## src/rtl/uart_tx_buffered.sv

```systemverilog
// Buffered 8N1 UART transmitter: a FIFO absorbs decoder bursts and an FSM
// serialises queued bytes onto q, running frames back-to-back while data waits.
module uart_tx_buffered #(
    parameter int unsigned DATA_W       = 8,
    parameter int unsigned DEPTH        = 16,
    parameter int unsigned CLKS_PER_BIT = 4
) (
    input  logic                   clk,
    input  logic                   rst,
    input  logic [DATA_W-1:0]      in_data,
    input  logic                   in_valid,
    output logic                   q,
    output logic                   active,
    output logic                   done,
    output logic [$clog2(DEPTH):0] fifo_count,
    output logic                   overflow
);

    localparam int unsigned PTR_W = $clog2(DEPTH);
    localparam int unsigned CNT_W = PTR_W + 1;
    localparam int unsigned TMR_W = $clog2(CLKS_PER_BIT);
    localparam int unsigned IDX_W = (DATA_W > 1) ? $clog2(DATA_W) : 1;

    localparam logic [TMR_W-1:0] TMR_LAST = TMR_W'(CLKS_PER_BIT - 1);
    localparam logic [IDX_W-1:0] IDX_LAST = IDX_W'(DATA_W - 1);
    localparam logic [CNT_W-1:0] CNT_FULL = CNT_W'(DEPTH);

    typedef enum logic [1:0] {
        StIdle,
        StStart,
        StData,
        StStop
    } state_t;

    state_t              state;
    logic [TMR_W-1:0]    timer;
    logic [IDX_W-1:0]    bit_idx;
    logic [DATA_W-1:0]   shift_reg;
    logic [DATA_W-1:0]   shift_next;

    logic [DATA_W-1:0]   mem [DEPTH];
    logic [PTR_W-1:0]    wr_ptr;
    logic [PTR_W-1:0]    rd_ptr;
    logic [DATA_W-1:0]   head;
    logic                empty;
    logic                full;
    logic                pop;
    logic                push;

    assign empty      = (fifo_count == '0);
    assign full       = (fifo_count == CNT_FULL);
    assign head       = mem[rd_ptr];
    assign shift_next = shift_reg >> 1;

    // The FSM takes the head either from idle or on the final stop cycle.
    assign pop  = !empty && ((state == StIdle) || ((state == StStop) && (timer == '0)));
    // A pop on the same edge frees a slot, so a write into a full FIFO still lands.
    assign push = in_valid && (!full || pop);

    always_ff @(posedge clk or posedge rst) begin
        if (rst) begin
            wr_ptr     <= '0;
            rd_ptr     <= '0;
            fifo_count <= '0;
            overflow   <= 1'b0;
        end else begin
            if (push) begin
                wr_ptr <= wr_ptr + PTR_W'(1);
            end
            if (pop) begin
                rd_ptr <= rd_ptr + PTR_W'(1);
            end
            case ({push, pop})
                2'b10:   fifo_count <= fifo_count + CNT_W'(1);
                2'b01:   fifo_count <= fifo_count - CNT_W'(1);
                default: fifo_count <= fifo_count;
            endcase
            if (in_valid && !push) begin
                overflow <= 1'b1;
            end
        end
    end

    always_ff @(posedge clk) begin
        if (push) begin
            mem[wr_ptr] <= in_data;
        end
    end

    always_ff @(posedge clk or posedge rst) begin
        if (rst) begin
            state     <= StIdle;
            timer     <= '0;
            bit_idx   <= '0;
            shift_reg <= '0;
            q         <= 1'b1;
            active    <= 1'b0;
            done      <= 1'b0;
        end else begin
            done <= 1'b0;
            case (state)
                StIdle: begin
                    q      <= 1'b1;
                    active <= 1'b0;
                    if (pop) begin
                        shift_reg <= head;
                        timer     <= TMR_LAST;
                        state     <= StStart;
                        q         <= 1'b0;
                        active    <= 1'b1;
                    end
                end
                StStart: begin
                    if (timer == '0) begin
                        timer   <= TMR_LAST;
                        bit_idx <= '0;
                        state   <= StData;
                        q       <= shift_reg[0];
                    end else begin
                        timer <= timer - TMR_W'(1);
                    end
                end
                StData: begin
                    if (timer == '0) begin
                        timer <= TMR_LAST;
                        if (bit_idx == IDX_LAST) begin
                            state <= StStop;
                            q     <= 1'b1;
                        end else begin
                            bit_idx   <= bit_idx + IDX_W'(1);
                            shift_reg <= shift_next;
                            q         <= shift_next[0];
                        end
                    end else begin
                        timer <= timer - TMR_W'(1);
                    end
                end
                StStop: begin
                    if (timer == '0) begin
                        if (pop) begin
                            shift_reg <= head;
                            timer     <= TMR_LAST;
                            state     <= StStart;
                            q         <= 1'b0;
                        end else begin
                            state  <= StIdle;
                            q      <= 1'b1;
                            active <= 1'b0;
                        end
                    end else begin
                        timer <= timer - TMR_W'(1);
                        // Registered, so raise it one edge early to land on the last stop cycle.
                        done  <= (timer == TMR_W'(1));
                    end
                end
                default: begin
                    state  <= StIdle;
                    q      <= 1'b1;
                    active <= 1'b0;
                end
            endcase
        end
    end

endmodule
```

## config.mk

```make
export PLATFORM = sky130hd
export DESIGN_NAME = uart_tx_buffered
export DESIGN_NICKNAME = d
export VERILOG_FILES = /design/src/rtl/uart_tx_buffered.sv
export SDC_FILE = /design/constraint.sdc
export NUM_CORES = 1
export LEC_CHECK = 0
export CORE_ASPECT_RATIO = 1.25
export CORE_MARGIN = 4
export CORE_UTILIZATION = 65
export DETAILED_ROUTE_END_ITERATION = 10
export PLACE_DENSITY = 0.8
export SETUP_SLACK_MARGIN = 0.15
export SYNTH_ARGS = -nofsm -noshare
export SYNTH_HDL_FRONTEND = slang
export SYNTH_SLANG_ARGS = --single-unit
export TNS_END_PERCENT = 20
```

## constraint.sdc

```tcl
create_clock -name clk -period 5.8 [get_ports clk]
set_input_delay 1.16 -clock clk [delete_from_list [all_inputs] [get_ports clk]]
set_output_delay 1.16 -clock clk [all_outputs]
set_load 0.02 [all_outputs]
```

; ---- After elaboration in Yosys (flattened, before gate mapping)
; Memory sizes are Yosys's and may differ from the RTL's.
; Cells that the tools add are included.
[word_totals]
reg_bits = 32
ramBits = 128
in_bits = 11
out_inout_bits = 9
word_cells = 90
memories = 1
[memory_table]
columns = name, words, word_bits, read_ports, rd_clocked_by_memory_dff, wr, line
row1 = mem, 16, 8, 1, 0, 1, 41  ; logic [DATA_W-1:0] mem [DEPTH];
[classes]
add_sub_neg = 6
n_eq_ne = 15
n_mux = 35
reduce_logical = 22
[op_table]
columns = operator, count
row1 = two-way mux 8 bit, 4
row2 = one-hot mux 8 bit (3 select lines), 1
row3 = two-way mux 2 bit, 8
row4 = two-way mux 1 bit, 13
row5 = != test 2 bit (second input constant), 6
row6 = one-hot mux 5 bit (2 select lines), 1
row7 = two-way mux 3 bit, 3
row8 = adder 4 x 1 -> 4 bit (second input constant), 2
row9 = one-hot mux 2 bit (4 select lines), 1
row10 = AND reduction 4 bit, 2
row11 = equality test 2 x 1 -> 1 bit (second input constant), 3
row12 = equality test 2 bit (second input constant), 3
row13 = one-hot mux 2 bit (3 select lines), 1
row14 = one-hot mux 3 bit (2 select lines), 1
row15 = AND reduction 3 bit, 2
row16 = nonzero test 2 bit, 3
row17 = adder 5 x 1 -> 5 bit (second input constant), 1
row18 = equality test 5 bit (second input constant), 1
row19 = logical NOT 5 bit, 1
row20 = AND reduction 5 bit, 1
row21 = subtractor 5 x 1 -> 5 bit (second input constant), 1
row22 = logical AND 1 bit, 4
row23 = logical NOT 2 bit, 2
row24 = one-hot mux 1 bit (4 select lines), 1
row25 = other kinds (9), 12

; ---- Depth between registers and ports, before layout
; Gate-level depths: netlist of the first run.
[logic_depth]
ltp_word = 8
ltp_mapped = 14
depth_no_buf = 12

; ---- Least setup slack after synthesis of the first run
; No wires, ideal clock.
[synth_path]
path_kind = reg2reg
from = register fifo_count[0]
to = register fifo_count[4]
setup_time_ns = 0.143
arrival_ns = 2.521
required_ns = 5.657
setup_slack_ns = 3.136
path_stages_with_launch = 12
n_path_buf = 1
synth_period_minus_slack_ns = 2.664
path_cell_list = dfrtp_1 -> or4_4 -> o21a_1 -> buf_6 -> nand2b_4 -> inv_4 -> ha_1 -> nor2b_1 -> o21ai_0 -> nand3_1 -> o221ai_1 -> o221ai_1
[synth_via]
elab_chain_len = 7
elab_cells_between_ends = 13
classes_between = add/sub: 2 / eq/ne: 3 / mux: 1 / reduce/logical: 7
[synth_lines]
columns = item, line
row1 = start: declaration, 15  ; output logic [$clog2(DEPTH):0] fifo_count,
row2 = start signal: assignment, 74  ; 2'b10: fifo_count <= fifo_count + CNT_W'(1);
row3 = start signal: assignment, 75  ; 2'b01: fifo_count <= fifo_count - CNT_W'(1);
row4 = start signal: assignment, 76  ; default: fifo_count <= fifo_count;
row5 = logical NOT 5 bit, 50  ; assign empty = (fifo_count == '0);
row6 = logical NOT 1 bit, 56  ; assign pop = !empty && ((state == StIdle) || ((state == StStop) && (timer == '0)));
row7 = logical AND 1 bit, 56
row8 = logical OR 1 bit, 58  ; assign push = in_valid && (!full || pop);
row9 = logical AND 1 bit, 58
row10 = equality test 2 x 1 -> 1 bit or equality test 2 bit (tied branches), 73  ; case ({push, pop})
row11 = one-hot mux 5 bit (2 select lines) or nonzero test 2 bit (tied branches), n/a
; Parallel ways exist; a longest one is shown, timed or not.
; A chain may end at the register's enable or synchronous reset.

; ---- Final worst setup path of the first run
[layout_path]
from = register timer[0]
to = register fifo_count[4]
[layout_via]
elab_chain_len = 8
elab_cells_between_ends = 10
classes_between = eq/ne: 2 / mux: 1 / reduce/logical: 7
[layout_lines]
columns = item, line
row1 = start: declaration, 36  ; logic [TMR_W-1:0] timer;
row2 = start signal: assignment, 120  ; timer <= timer - TMR_W'(1);
row3 = start signal: assignment, 135  ; timer <= timer - TMR_W'(1);
row4 = start signal: assignment, 151  ; timer <= timer - TMR_W'(1);
row5 = logical NOT 2 bit (*), 56
row6 = logical AND 1 bit (*), 56
row7 = logical OR 1 bit (*), 56
row8 = logical AND 1 bit (*), 56
row9 = logical OR 1 bit, 58
row10 = logical AND 1 bit, 58
row11 = equality test 2 x 1 -> 1 bit or equality test 2 bit (tied branches), 73
row12 = one-hot mux 5 bit (2 select lines) or nonzero test 2 bit (tied branches), n/a
; Every way passes the cells marked *; elsewhere a longest branch is shown, timed or not.

==> results of run 1 <==
[synthesized netlist by cell type (3+ instances only)]
master / n / area (µm²)
nor2_1: 18 / 67.6
o22ai_1: 5 / 31.3
a22o_1: 4 / 35.0
a21oi_1: 14 / 70.1
nand2_1: 22 / 82.6
clkbuf_1: 6 / 22.5
a221oi_1: 3 / 26.3
buf_2: 5 / 25.0
edfxtp_1: 128 / 3840
and2_1: 15 / 93.8
buf_6: 4 / 45.0
mux4_2: 25 / 563
dfrtp_1: 31 / 776
ha_1: 19 / 238
o21a_1: 6 / 45.0
mux2i_1: 18 / 180
xnor2_1: 8 / 70.1
a22oi_1: 12 / 90.1
o311ai_0: 4 / 35.0
nor2b_1: 7 / 43.8
inv_1: 18 / 67.6
o21ai_0: 7 / 35.0
a31oi_1: 3 / 18.8
nand3_1: 5 / 25.0
nor3_1: 3 / 15.0
[power by group]
group	total [mW]	internal [mW]	leakage, nW	switching [mW]
registers	1.67	1.46	1.53	0.217
logic	1.36	0.646	0.934	0.713
clock network	1.04	0.595	0.273	0.449
total	4.08	2.70	2.74	1.38
[final cells by class]
| class | instances | share of cell area, % |
|---|---|---|
| Tap cell | 129 | 2.10 |
| Sequential cell | 160 | 60.4 |
| Timing Repair Buffer | 21 | 2.67 |
| Clock buffer | 17 | 5.53 |
| Multi-Input combinational cell | 227 | 26.6 |
| Inverter | 19 | 0.959 |
| Clock inverter | 14 | 1.72 |
[cells in the final DEF (no fill, tap or decap), types with 2 or more instances in the layout]
master / count
clkbuf_16: 17
nor2_1: 18
nor3_1: 3
nor2b_1: 7
o21ai_0: 7
nand4_1: 2
a21oi_1: 14
buf_4: 2
mux2_1: 2
a31oi_1: 3
clkinv_4: 5
nand3_1: 5
o221ai_1: 2
a22oi_1: 12
edfxtp_1: 128
mux4_2: 25
a221oi_1: 3
a22o_1: 4
nand3b_1: 2
and2_1: 15
inv_1: 18
o311ai_0: 4
clkinv_2: 2
inv_6: 3
mux2_2: 2
nand2_1: 22
o21a_1: 6
a21o_1: 2
dfrtp_1: 30
clkdlybuf4s50_1: 19
o22ai_1: 5
mux2i_1: 18
xnor2_1: 8
ha_1: 19
[per-layer routing]
layer / up-vias / wire length, µm
li1: 1686 / -
met1: 1855 / 5370
met2: 164 / 6600
met3: 33 / 926
met4: 0 / 441
met5: - / 0
[path summary, 6_finish.rpt]
| kind | start | slack, ps | depth (start not counted) | to |
|---|---|---|---|---|
| max | timer[0] | 2650 | 12 | fifo_count[4] |
| min | overflow | 480 | 1 | overflow |
| max reg2reg | timer[0] | 2650 | 12 | fifo_count[4] |
| min reg2reg | overflow | 480 | 1 | overflow |
| max in group asynchronous | rst | 4300 | 3 | q |
| min in group asynchronous | rst | 1140 | 3 | fifo_count[0] |
[cells by family (layout without fill, tap and decap cells)]
logic type | after synthesis | after routing | synth area share, %
adder cells (fa/ha/maj) | 20 | 20 | 3.75
XOR/XNOR | 9 | 9 | 1.15
AO/OA/AOI/OAI | 70 | 70 | 7.41
AND/OR/NAND/NOR | 81 | 81 | 6.05
multiplexers | 47 | 47 | 11.5
buffers and inverters | 36 | 71 | 2.53
flip-flops | 160 | 160 | 67.6
==> out/qor.csv, run 1 <==
stage,metric,value,unit
drt,WL/cell,22.7,µm
timing,Worst Skew,14.5,ps
setup_path,"Slowest-stage cell, CP",o21a_1,
clocking,"Clk Latency, worst-skew pair",420,ps
global_route,most used routing layer,met2,
placement,Placed Area,0.00714,mm²
final_layout,Layout Cells excl Fill,587,
drt,TritonRoute pass-1 iters,5,
placement,setup slack at placement,2380,ps
global_route,GR Util met1,30.9,%
synth,post-synthesis area per instance,16.2,µm²
setup_path,crit end category,flip-flop,
synth,sequential area share after synthesis,67.6,%
setup_path,critical path's largest stage delay,480,ps
global_route,first-pass GRT wire length,21.4,mm
floorplan,site row count,41,
timing,fmax,0.318,GHz
setup_path,Critical Path AT,3420,ps
setup_path,Crit Path Category,reg2reg,
floorplan,die span in y,123,µm
floorplan,io pins,20,
placement,GP Congestion,0.833,
job,Max Cap Viol,0,
timing,Least-Margin Pin Slew,1240,ps
clocking,TritonCTS buffer count,17,
global_route,met3 usage,6.72,%
power,Max VDD drop,0.000278,V
min_path,Worst Hold Class,reg2reg,
drt,vias per cell,6.37,
setup_path,critical-path cell list,inv_1 -> ha_1 -> a21o_1 -> o21a_1 -> nand2b_4 -> inv_4 -> ha_1 -> nor2b_1 -> o21ai_0 -> nand3_1 -> o221ai_1 -> o221ai_1,
floorplan,Core Area,0.0102,mm²
setup_path,CP top delay family,compound AO/OA/AOI/OAI gates,
final_layout,Antenna Cells,0,
clocking,postcts setup bufs,0,
timing,Final setup viols,0,
clocking,H-tree depth,4,
clocking,CTS max path bufs,2,
placement,Inst Count DP,556,
final_layout,area grow syn2layout,12.0,%
drt,Post-route DRC,0,
synth,Seq cells post-synth,160,
final_layout,Layout Cell Area excl Fill,0.00769,mm²
timing,setup slack after layout,2650,ps
synth,Synth Warn #,0,
drt,Routed Antenna Nets,0,
synth,top_reg_cell synth,edfxtp_1,
final_layout,Multi-input gate area,0.00205,mm²
clocking,Clock Sinks,160,
power,Pwr Density,530,mW/mm²
drt,total routed wirelength,13.3,mm
clocking,clock root buffer,clkbuf_16,
timing,RSZ-0062 raised after global routing,no,
final_layout,"Core Util, Final",75.4,%
timing,WHS,482,ps
synth,Async SR Flop Fraction,20.0,%
timing,fin crit share,54.2,%
clocking,post-CTS sizing,0,
timing,Final Hold Fails,0,
timing,Final TNS setup,0,ps
final_layout,Filler cells,597,
timing,post-layout min period,3150,ps
final_layout,max FFs per register,128,
drt,DR iter-0 viols,337,
timing,Slew HR,17.3,%
clocking,TritonCTS clock tree,built,
synth,Netlist Area Pre-Place,0.00687,mm²
global_route,GRT Total Usage,23.9,%
drt,vias,3738,
synth,Mapped Nets,454,
timing,Final Max Tran Viols,0,
global_route,gr ovfl total,0,
floorplan,Die Area,0.0123,mm²
setup_path,Critical path buffers and inverters,2,
placement,Final HPWL DP,8.79,mm
clocking,clock-pin transition on the worst setup and hold timing paths,60,ps
outcome,status,"complete, no violations",
final_layout,Storage cell area,0.00465,mm²
final_layout,layout cells sized above 1,14.8,%
floorplan,Starting Density,67.3,%
placement,input/output buffers,19,
power,Final Power,4.08,mW
setup_path,Critical Path RT,6070,ps
final_layout,nets@finish,477,
synth,post-synthesis instance total,423,
synth,"EDFF count, synth",128,
setup_path,crit-path max FO,10,
setup_path,Worst setup SP type,flip-flop,
clocking,Hold Buf Count CTS,0,
synth,synth unique cells,51,
global_route,met2 usage,38.7,%
power,Lkg Pwr,2.74,nW
floorplan,Die Width,99.9,µm
global_route,largest net degree at the start of global routing,33,
global_route,number of global-route vias before repair,3934,
global_route,initial antenna violation count,0,
Note: power is estimated with default switching activity, not from simulation.
==> inputs of run 2 (changes only) <==
--- a/config.mk
+++ b/config.mk
@@ -7,9 +7,9 @@
 export LEC_CHECK = 0
 export CORE_ASPECT_RATIO = 1.25
 export CORE_MARGIN = 4
-export CORE_UTILIZATION = 65
+export CORE_UTILIZATION = 61
 export DETAILED_ROUTE_END_ITERATION = 10
-export PLACE_DENSITY = 0.8
+export PLACE_DENSITY = 0.76
 export SETUP_SLACK_MARGIN = 0.15
 export SYNTH_ARGS = -nofsm -noshare
 export SYNTH_HDL_FRONTEND = slang
==> constraint.sdc (replaced) <==
create_clock -name clk -period 2.9 [get_ports clk]
set_input_delay 0.58 -clock clk [delete_from_list [all_inputs] [get_ports clk]]
set_output_delay 0.58 -clock clk [all_outputs]
set_load 0.02 [all_outputs]
==> out/qor.csv, run 2 (synthesis gave the netlist of run 1 again) <==
stage,metric,value,unit,change
clocking,TritonCTS buffer count,17,,unchanged
timing,Final Max Tran Viols,0,,unchanged
drt,Post-route DRC,0,,unchanged
timing,Slew HR,46.6,%,was 17.3%
floorplan,Starting Density,62.0,%,was 67.3%
placement,Final HPWL DP,8.79,mm,about the same
final_layout,max FFs per register,128,,unchanged
drt,total routed wirelength,13.4,mm,was 13.3 mm
global_route,met2 usage,37.7,%,was 38.7%
clocking,H-tree depth,4,,unchanged
placement,input/output buffers,19,,unchanged
final_layout,Antenna Cells,0,,unchanged
placement,GP Congestion,0.907,,was 0.833
clocking,clock root buffer,clkbuf_16,,unchanged
floorplan,io pins,20,,unchanged
drt,WL/cell,22.2,µm,was 22.7 µm
floorplan,Die Width,103,µm,was 99.9 µm
drt,TritonRoute pass-1 iters,4,,was 5
global_route,first-pass GRT wire length,21.5,mm,was 21.4 mm
placement,setup slack at placement,153,ps,was 2380 ps
timing,fmax,0.380,GHz,was 0.318 GHz
timing,RSZ-0062 raised after global routing,no,,unchanged
setup_path,Worst setup SP type,flip-flop,,unchanged
global_route,met3 usage,5.39,%,was 6.72%
setup_path,Critical Path RT,3180,ps,was 6070 ps
global_route,GR Util met1,28.9,%,was 30.9%
setup_path,crit end category,flip-flop,,unchanged
global_route,largest net degree at the start of global routing,33,,unchanged
global_route,most used routing layer,met2,,unchanged
timing,post-layout min period,2630,ps,was 3150 ps
global_route,initial antenna violation count,0,,unchanged
setup_path,crit-path max FO,6,,was 10
timing,fin crit share,90.7,%,was 54.2%
timing,Final Hold Fails,0,,unchanged
floorplan,Core Area,0.0111,mm²,was 0.0102 mm²
floorplan,Die Area,0.0130,mm²,was 0.0123 mm²
final_layout,nets@finish,488,,was 477
clocking,post-CTS sizing,0,,unchanged
clocking,CTS max path bufs,2,,unchanged
clocking,clock-pin transition on the worst setup and hold timing paths,60,ps,about the same
drt,Routed Antenna Nets,0,,unchanged
power,Lkg Pwr,2.83,nW,was 2.74 nW
drt,vias,3747,,was 3738
final_layout,"most common cell after layout, fill and taps aside",edfxtp_1,,unchanged
min_path,Worst Hold Class,reg2reg,,unchanged
final_layout,area grow syn2layout,14.6,%,was 12.0%
clocking,Clock Sinks,160,,unchanged
final_layout,most frequent cells in the layout,"128 x edfxtp_1, 29 x dfrtp_1, 25 x mux4_2",,"was 128 x edfxtp_1, 30 x dfrtp_1, 25 x mux4_2"
timing,setup slack after layout,271,ps,was 2650 ps
final_layout,layout cells sized above 1,17.9,%,was 14.8%
floorplan,site row count,43,,was 41
timing,Final TNS setup,0,ps,unchanged
clocking,postcts setup bufs,0,,unchanged
global_route,gr ovfl total,0,,unchanged
power,Max VDD drop,0.000600,V,was 0.000278 V
floorplan,die span in y,127,µm,was 123 µm
clocking,TritonCTS clock tree,built,,unchanged
setup_path,Critical Path AT,2910,ps,was 3420 ps
power,Pwr Density,1080,mW/mm²,was 530 mW/mm²
job,Max Cap Viol,0,,unchanged
global_route,GRT Total Usage,22.6,%,was 23.9%
drt,vias per cell,6.19,,was 6.37
clocking,Hold Buf Count CTS,0,,unchanged
setup_path,Crit Path Category,reg2reg,,unchanged
clocking,"Clk Latency, worst-skew pair",410,ps,was 420 ps
timing,Least-Margin Pin Slew,801,ps,was 1240 ps
timing,Final setup viols,0,,unchanged
drt,DR iter-0 viols,330,,was 337
timing,Worst Skew,8.31,ps,was 14.5 ps
outcome,status,"complete, no violations",,unchanged
global_route,number of global-route vias before repair,3954,,was 3934
-- run 2: cell count changes in the layout (fill, tap and decap cells not counted), moves of 2 or more --
cell and change:
inv_1 -2, inv_2 +2, inv_6 -2, clkbuf_8 +3, buf_4 +11, bufinv_16 +2
-- run 2: cell type report --
type	instances	area, µm²
sequential	160	4650
multi-input combinational	227	2050
fill	725	3210
timing repair buffer	32	288
inverter	19	73.8
clock buffer	22	495
tap	135	169
clock inverter	10	148
-- run 2: path summary, 6_finish.rpt --
| path | startpoint | end | slack, ps | depth (start not counted) |
|---|---|---|---|---|
| hold / removal | overflow | overflow | 500 | 1 |
| min in group asynchronous | rst | rd_ptr[2] | 560 | 3 |
| hold reg to reg | overflow | overflow | 500 | 1 |
| max in group asynchronous | rst | q | 2000 | 3 |
| setup reg to reg | fifo_count[0] | fifo_count[4] | 270 | 10 |
| setup / recovery | fifo_count[0] | fifo_count[4] | 270 | 10 |
-- run 2: power breakdown --
group / leakage, nW / internal (mW) / switching (mW)
clock: 0.316 / 1.48 / 0.881
combinational: 0.987 / 1.35 / 1.51
sequential: 1.53 / 2.91 / 0.336
-- run 2: worst max-delay path: stages (launching register included) --
cell and delay, ps:
dfrtp_2 440, or4_4 570, o21a_1 230, nand2b_4 100, inv_4 50, ha_1 310
nor2b_1 150, o21ai_1 100, and2_1 210, o221ai_1 200, o221ai_1 140
-- run 2: metal layers --
metal	vias to the layer above	share of wire, %
met4	0	2.1
met2	100	54
met3	22	4.9
li1	1714	-
met1	1911	39
met5	-	0
-- run 2: stage by stage --
| stage | std cells | instance area, µm² | hold slack [ps] | utilization (%) | power [mW] |
|---|---|---|---|---|---|
| 3_5_place_dp | 573 | 7230 | 476 | 65.2 | 6.13 |
| 4_1_cts | 605 | 7870 | 494 | 71.0 | 8.54 |
| 6_report | 605 | 7870 | 499 | 71.0 | 8.47 |
| 3_3_place_gp | 573 | 7230 | 472 | 65.2 | 6.03 |
| 2_1_floorplan | 423 | 6870 | 464 | - | 5.39 |
| 5_1_grt | 605 | 7870 | 511 | 71.0 | 8.98 |
==> inputs of run 3 (changes only) <==
--- a/config.mk
+++ b/config.mk
@@ -7,9 +7,9 @@
 export LEC_CHECK = 0
 export CORE_ASPECT_RATIO = 1.25
 export CORE_MARGIN = 4
-export CORE_UTILIZATION = 61
+export CORE_UTILIZATION = 50
 export DETAILED_ROUTE_END_ITERATION = 10
-export PLACE_DENSITY = 0.76
+export PLACE_DENSITY = 0.64
 export SETUP_SLACK_MARGIN = 0.15
 export SYNTH_ARGS = -nofsm -noshare
 export SYNTH_HDL_FRONTEND = slang
==> out/qor.csv, run 3 (synthesis gave the netlist of run 1 again) <==
stage,metric,value,unit,change
outcome,status,"complete, no violations",,unchanged
global_route,most used routing layer,met2,,unchanged
min_path,Worst Hold Class,reg2reg,,unchanged
drt,WL/cell,20.5,µm,was 22.2 µm
clocking,TritonCTS clock tree,built,,unchanged
floorplan,die span in y,139,µm,was 127 µm
drt,vias,3717,,was 3747
setup_path,"Slowest-stage cell, CP",or4_4,,unchanged
final_layout,Antenna Cells,0,,unchanged
floorplan,Die Width,113,µm,was 103 µm
final_layout,Layout Cells excl Fill,648,,was 605
global_route,GRT Total Usage,18.1,%,was 22.6%
final_layout,layout cells sized above 1,19.5,%,was 17.9%
setup_path,critical-path cell list,or4_4 -> o21a_1 -> nand2b_4 -> inv_4 -> ha_1 -> nor2b_2 -> o21ai_2 -> and2_1 -> a21oi_1 -> o221ai_1,,was or4_4 -> o21a_1 -> nand2b_4 -> inv_4 -> ha_1 -> nor2b_1 -> o21ai_1 -> and2_1 -> o221ai_1 -> o221ai_1
timing,fmax,0.393,GHz,was 0.380 GHz
power,Power Internal,5.84,mW,was 5.75 mW
setup_path,crit path from,fifo_count[0],,unchanged
setup_path,Critical Path RT,3230,ps,was 3180 ps
timing,WHS,486,ps,was 499 ps
power,sequential power share,38.7,%,was 38.4%
global_route,met3 usage,4.32,%,was 5.39%
setup_path,Crit Path Category,reg2reg,,unchanged
drt,Routed Antenna Nets,0,,unchanged
global_route,initial antenna violation count,0,,unchanged
setup_path,Critical path buffers and inverters,1,,unchanged
floorplan,Die Area,0.0157,mm²,was 0.0130 mm²
final_layout,"Core Util, Final",59.8,%,was 71.0%
timing,fin crit share,87.7,%,was 90.7%
placement,GP Congestion,0.784,,was 0.907
setup_path,Worst R2R End,fifo_count[4],,unchanged
placement,Placed Area,0.00733,mm²,was 0.00723 mm²
placement,Inst Count DP,617,,was 573
drt,total routed wirelength,13.3,mm,was 13.4 mm
clocking,clock-pin transition on the worst setup and hold timing paths,60,ps,about the same
setup_path,critical path's largest stage delay,560,ps,was 570 ps
clocking,clock root buffer,clkbuf_16,,unchanged
final_layout,Filler cells,996,,was 725
timing,Slew HR,46.7,%,was 46.6%
placement,Final HPWL DP,9.09,mm,was 8.79 mm
clocking,Clock Sinks,160,,unchanged
global_route,number of global-route vias before repair,3874,,was 3954
placement,setup slack at placement,228,ps,was 153 ps
timing,setup slack after layout,357,ps,was 271 ps
clocking,TritonCTS buffer count,17,,unchanged
drt,vias per cell,5.74,,was 6.19
floorplan,Core Area,0.0133,mm²,was 0.0111 mm²
global_route,met2 usage,30.4,%,was 37.7%
power,combinational share of power,33.4,%,was 33.7%
power,clock share of power,27.9,%,about the same
power,switching fraction of total power,31.9,%,was 32.2%
setup_path,Worst R2R Start,fifo_count[0],,unchanged
floorplan,Starting Density,51.5,%,was 62.0%
timing,post-layout min period,2540,ps,was 2630 ps
timing,Final Hold Fails,0,,unchanged
setup_path,CP top delay family,simple AND/OR/NAND/NOR gates,,unchanged
power,Pwr Density,1070,mW/mm²,was 1080 mW/mm²
timing,Final TNS setup,0,ps,unchanged
placement,input/output buffers,19,,unchanged
timing,Worst Skew,9.46,ps,was 8.31 ps
timing,Final Max Tran Viols,0,,unchanged
global_route,GR Util met1,22.2,%,was 28.9%
final_layout,Layout Cell Area excl Fill,0.00799,mm²,was 0.00787 mm²
final_layout,area grow syn2layout,16.3,%,was 14.6%
power,Max VDD drop,0.000566,V,was 0.000600 V
power,P_sw,2.74,mW,was 2.73 mW
final_layout,max FFs per register,128,,unchanged
clocking,H-tree depth,4,,unchanged
clocking,CTS max path bufs,2,,unchanged
drt,DR iter-0 viols,193,,was 330
setup_path,crit-path max FO,6,,unchanged
final_layout,most frequent cells in the layout,"128 x edfxtp_1, 29 x dfrtp_1, 25 x mux4_2",,unchanged
timing,Final setup viols,0,,unchanged
setup_path,FF-to-FF path depth,10,,unchanged
final_layout,nets@finish,496,,was 488
power,Lkg Pwr,2.86,nW,was 2.83 nW
setup_path,Crit path depth,10,,unchanged
floorplan,site row count,47,,was 43
timing,Least-Margin Pin Slew,800,ps,was 801 ps
clocking,"Clk Latency, worst-skew pair",430,ps,was 410 ps
final_layout,"most common cell after layout, fill and taps aside",edfxtp_1,,unchanged
setup_path,Worst setup SP type,flip-flop,,unchanged
setup_path,Critical Path AT,2880,ps,was 2910 ps
global_route,largest net degree at the start of global routing,33,,unchanged
setup_path,crit path capture,fifo_count[4],,unchanged
global_route,gr ovfl total,0,,unchanged
job,Max Cap Viol,0,,unchanged
global_route,first-pass GRT wire length,21.1,mm,was 21.5 mm
setup_path,crit end category,flip-flop,,unchanged
min_path,Hold Crit Start,overflow,,unchanged
drt,Post-route DRC,0,,unchanged
drt,TritonRoute pass-1 iters,4,,unchanged
floorplan,io pins,20,,unchanged
timing,RSZ-0062 raised after global routing,no,,unchanged
setup_path,reg2reg setup slack,360,ps,was 270 ps
power,Final Power,8.57,mW,was 8.47 mW
## run 3: layout make-up
class	count	area [µm²]	share of cell area, %
clock buffers	17	425	5.33
repair buffers	40	348	4.36
multi-input cells	227	2060	25.8
well taps	171	214	2.68
flip-flops and latches	160	4650	58.2
inverters	19	73.8	0.924
clock inverters	14	213	2.66
## run 3: timing repair
item / 4_1_cts / 5_1_grt
hold buffers: 0 / 0
resized for setup: 0 / 8
setup buffers: 0 / 0
endpoints found under the setup margin: 0 / 1
## run 3: worst reg2reg max path, delay by kind of cell (launching register included)
family | cells | cell delay, ps
AND/OR/NAND/NOR | 4 | 1020
AO/OA/AOI/OAI | 4 | 620
flip-flops | 1 | 440
adder cells (fa/ha/maj) | 1 | 310
buffers and inverters | 1 | 50
## run 3: worst min path at each step
stage	end	cells past startpoint
5_1_grt	shift_reg[6]	1
6_report	overflow	1
2_1_floorplan	shift_reg[4]	1
4_1_cts	overflow	1
3_5_place_dp	overflow	1
3_3_place_gp	overflow	1
## run 3: per-layer routing
layer / share of wire, % / up-vias
met5: 0 / -
met4: 2.8 / 0
met3: 3.3 / 23
met2: 53 / 70
met1: 41 / 1898
li1: - / 1726
## run 3: power groups by stage
stage	sequential, mW	clock, mW	combinational [mW]
finish	3.32	2.39	2.86
detailed placement	3.37	0	2.85
global placement	3.34	0	2.79
global route	3.37	2.55	3.17
CTS	3.32	2.43	2.87
floorplan	3.21	0	2.19
